[config.mk]
export PLATFORM = sky130hd
export DESIGN_NAME = cdc_handshake_receiver
export DESIGN_NICKNAME = d
export VERILOG_FILES = /design/src/rtl/cdc_handshake_receiver.sv
export SDC_FILE = /design/constraint.sdc
export NUM_CORES = 1
export LEC_CHECK = 0
export ABC_AREA = 0
export CAP_MARGIN = 20
export CORE_UTILIZATION = 45
export DETAILED_ROUTE_END_ITERATION = 12
export PLACE_DENSITY = 0.88
export SLEW_MARGIN = 20
export SYNTH_ARGS = -nofsm -noshare
export SYNTH_HDL_FRONTEND = slang
export SYNTH_SLANG_ARGS = --single-unit
export TNS_END_PERCENT = 5
[constraint.sdc]
create_clock -name clk -period 3.9 [get_ports clk]
set_input_delay 0.78 -clock clk [delete_from_list [all_inputs] [get_ports clk]]
set_output_delay 0.78 -clock clk [all_outputs]
set_load 0.02 [all_outputs]
[src/rtl/cdc_handshake_receiver.sv]
`default_nettype none
// ============================================================================
// Module   : cdc_handshake_receiver
// Purpose  : Receiving end of a toggle-handshake clock-domain crossing. A
//            sender in a foreign domain presents a word and flips req_tgl.
//            This block synchronizes the toggle, captures the word into a
//            one-entry output register, flips ack_tgl back to the sender and
//            presents the word downstream with a valid/ready handshake.
//            Every word is delivered exactly once.
// Ports    : clk         - receiving-domain clock (posedge)
//            rst         - asynchronous active-high reset
//            req_tgl     - request toggle from sender (asynchronous)
//            data_in     - sender word, stable from req flip until ack match
//            ack_tgl     - acknowledge toggle, flips once per captured word
//            dout        - captured word
//            dout_valid  - dout holds an undelivered word
//            dout_ready  - downstream accepts dout when dout_valid=1
//            xfer_count  - words delivered downstream (wraps)
//            stalled     - request pending while output register occupied
// Revision : 1.0 - initial release
// ============================================================================
module cdc_handshake_receiver #(
  parameter int DATA_WIDTH  = 8,
  parameter int SYNC_STAGES = 2,   // legal range 2..4
  parameter int COUNT_WIDTH = 16
) (
  input  logic                   clk,
  input  logic                   rst,
  input  logic                   req_tgl,
  input  logic [DATA_WIDTH-1:0]  data_in,
  output logic                   ack_tgl,
  output logic [DATA_WIDTH-1:0]  dout,
  output logic                   dout_valid,
  input  logic                   dout_ready,
  output logic [COUNT_WIDTH-1:0] xfer_count,
  output logic                   stalled
);

  typedef enum logic [0:0] {
    ST_EMPTY = 1'b0,
    ST_FULL  = 1'b1
  } state_t;

  state_t                   state_q, state_d;
  logic [SYNC_STAGES-1:0]   sync_q;
  logic                     seen_q;
  logic                     ack_q;
  logic [DATA_WIDTH-1:0]    dout_q;
  logic [COUNT_WIDTH-1:0]   count_q;

  logic                     req_sync;
  logic                     pending;
  logic                     capture;
  logic                     accept;

  // Request synchronizer: only the toggle crosses through flops; data_in is
  // sampled directly because the sender holds it stable until ack matches.
  always_ff @(posedge clk or posedge rst) begin
    if (rst) begin
      sync_q <= '0;
    end else begin
      sync_q <= {sync_q[SYNC_STAGES-2:0], req_tgl};
    end
  end

  assign req_sync = sync_q[SYNC_STAGES-1];
  assign pending  = (req_sync != seen_q);

  // State register
  always_ff @(posedge clk or posedge rst) begin
    if (rst) begin
      state_q <= ST_EMPTY;
    end else begin
      state_q <= state_d;
    end
  end

  // Next state and control strobes
  always_comb begin
    state_d = state_q;
    capture = 1'b0;
    accept  = 1'b0;
    case (state_q)
      ST_EMPTY: begin
        if (pending) begin
          capture = 1'b1;
          state_d = ST_FULL;
        end
      end
      ST_FULL: begin
        if (dout_ready) begin
          accept = 1'b1;
          // A pending word refills the register on the same edge the old
          // word leaves, giving back-to-back throughput.
          if (pending) begin
            capture = 1'b1;
          end else begin
            state_d = ST_EMPTY;
          end
        end
      end
      default: begin
        state_d = ST_EMPTY;
      end
    endcase
  end

  // Datapath: capture register, acknowledge toggle, consumed-request marker
  always_ff @(posedge clk or posedge rst) begin
    if (rst) begin
      dout_q <= '0;
      seen_q <= 1'b0;
      ack_q  <= 1'b0;
    end else if (capture) begin
      dout_q <= data_in;
      seen_q <= req_sync;
      ack_q  <= ~ack_q;
    end
  end

  // Delivered-word counter counts downstream accepts, not captures
  always_ff @(posedge clk or posedge rst) begin
    if (rst) begin
      count_q <= '0;
    end else if (accept) begin
      count_q <= count_q + 1'b1;
    end
  end

  assign ack_tgl    = ack_q;
  assign dout       = dout_q;
  assign dout_valid = (state_q == ST_FULL);
  assign xfer_count = count_q;
  assign stalled    = (state_q == ST_FULL) && pending && !dout_ready;

endmodule
`default_nettype wire

==> qor.txt <==
initial antenna violation count: 0
DRC Markers: 0
total power: 965 uW
DR iter-0 viols: 8
most frequent CP cell: clkdlybuf4s50_1
Row Count: 18
Initial Util: 48.4%
Worst VDD drop: 0.386 mV
syn nets: 104
Max Slew Vio Count: 0
shortest period the worst path allows: 2970 ps
final net count: 148
period utilisation layout: 76.3%
hold-critical path endpoint: sync_q[1]
Resize count post-CTS: 0
vias per std cell: 4.87
die height: 54.1 um
setup tns final: 0 ps
routed length on met2: 1.15 mm
FF-to-FF setup slack: 2110 ps
worst min path class: reg2reg
DR WL met3: 118 um
Ant. Diodes: 0
htree depth: 2
Cells after Synth: 91
clock skew: 6.65 ps
via total after detailed routing: 803
largest net degree at the start of global routing: 30
fmax: 0.336 GHz
Routed WL per cell: 13.4 um
max-cap violation count: 0
PD cells: 574 nW/um2
area grow syn2layout: 37.8%
RSZ-0062 raised after global routing: no
Hold-fix buffers, CTS: 0
CTS root buffer: clkbuf_4
Worst EP arrival: 2190 ps
drt pass-1 iters: 4
CP Launch Type: primary input
FF+latch area: 726 um2
Clock Path Buffers: 2
CP max FO: 4
Die Area: 2920 um2
CP Capture Type: output port
commonest cells after routing, fill and taps aside: clkdlybuf4s50_1 (38), dfrtp_1 (29), xnor2_1 (10)
fillers: 219
PortBufs: 38
CTS sink count: 29
post-synthesis average cell area: 13.4 um2
Critical-path top delay cell: clkdlybuf4s50_1
total track usage: 18.7%
I/O Pins: 39
EDFF count, synth: 0
critical path data required time: 3120 ps
Clock Pin Slew Worst Setup and Hold Paths: 80 ps
hold depth: 0
HPWL Detailed: 1.62 mm
worst r2r path cells: 3
leakage dissipation: 0.000744 uW
Worst Tran Pin Value: 787 ps
post-route setup slack: 926 ps
gpl congestion: 0.752
first-pass GRT wire length: 3.62 mm
total grt overflow: 0
CP peak stage delay: 610 ps
CTS tree: done
setup bufs post-CTS: 0
area of the multi-input gates: 468 um2
predominant post-synthesis flop cell: dfrtp_1
total CTS buffers: 5
commonest non-fill, non-tap cell in the layout: clkdlybuf4s50_1
max_slew headroom: 47.4%
min-delay src: sync_q[0]
FF-to-FF Start: dout_valid
crit path kind: in2out
share of layout cells above drive strength 1: 14.8%
Reg-to-Reg End: dout[5]
total core area: 2520 um2
dpl ws: 930 ps
Final Hold Vio Count: 0
DRT met1 WL: 921 um
vias in the first global route: 813
die width: 54.1 um
insertion delay to the later sink of the worst-skew pair: 320 ps
Distinct cells, synth: 21
antenna-violating nets left: 0
Synth Register Bits: 29
WL final: 2.21 mm
register area share after synthesis: 59.5%
mapped cell area: 1220 um2
Final setup viols: 0
Top Metal Used: met4
asr flop ratio synth: 100%
critical path, cell by cell: clkdlybuf4s50_1 > nand2b_1 > nor2_1 > clkdlybuf4s50_1
YS warnings: 0
status: complete, no violations
[power breakdown]
group          total, uW  internal, uW  switching [uW]
sequential           437           368            68.7
combinational        348           182             166
clock                180          85.0            94.7
total                965           635             330
[cell type report]
| class | count | area share, % |
|---|---|---|
| timing repair buffer | 38 | 22.6 |
| multi-input combinational | 57 | 27.8 |
| sequential | 29 | 43.2 |
| inverter | 4 | 0.893 |
| clock buffer | 7 | 3.27 |
| tap | 30 | 2.23 |
[cells in the mapped netlist (2+ instances only)]
| cell type | count | area share, % |
|---|---|---|
| nor2_1 | 6 | 1.8 |
| nand4_1 | 3 | 1.5 |
| mux2_2 | 7 | 6.5 |
| xnor2_1 | 10 | 7.2 |
| dfrtp_1 | 29 | 59 |
| nand3_2 | 2 | 1.6 |
| xor2_1 | 7 | 5.0 |
| mux2_1 | 3 | 2.8 |
| inv_1 | 4 | 1.2 |
| nand2_1 | 7 | 2.2 |
| nand3_1 | 3 | 1.2 |
[layer usage]
metal	vias up	track usage, %
met5	-	0
met4	0	8.97
met3	4	9.60
met2	24	28.4
met1	385	21.7
li1	390	-
[critical path, delay by kind of cell]
family        cells  cell delay [ps]
buf+inv           2             1080
simple gates      2              330
[stage by stage]
stage / hold slack, ps / instance area (um2) / utilization [%] / cells
after global placement: 336 / 1630 / 64.5 / 158
after floorplan: 331 / 1220 / - / 91
final: 357 / 1680 / 66.7 / 165
after detailed placement: 339 / 1630 / 64.5 / 158
after CTS: 358 / 1680 / 66.7 / 165
after global routing: 373 / 1680 / 66.7 / 165
[sequential cells by signal, summed over array words and instances (netlist names)]
register,flops
sync_q,2
seen_q,1
dout,8
dout_valid,1
xfer_count,16
ack_tgl,1
[worst max-delay path by stage]
stage                     startpoint      end  slack [ps]  cells past startpoint
after floorplan           dout_ready  stalled        1870                      2
after global placement    dout_ready  stalled         940                      4
after detailed placement  dout_ready  stalled         930                      4
after CTS                 dout_ready  stalled         920                      4
after global routing      dout_ready  stalled         850                      4
final                     dout_ready  stalled         930                      4
[cells by family after synthesis]
logic type / Yosys count / share of synthesized area (%)
flops: 29 / 59.5
simple gates: 29 / 15.9
buf+inv: 5 / 2.15
mux: 10 / 9.23
fa+ha+maj: 1 / 1.03
xor+xnor: 17 / 12.2
No activity file was read; power rests on OpenSTA's default activity.
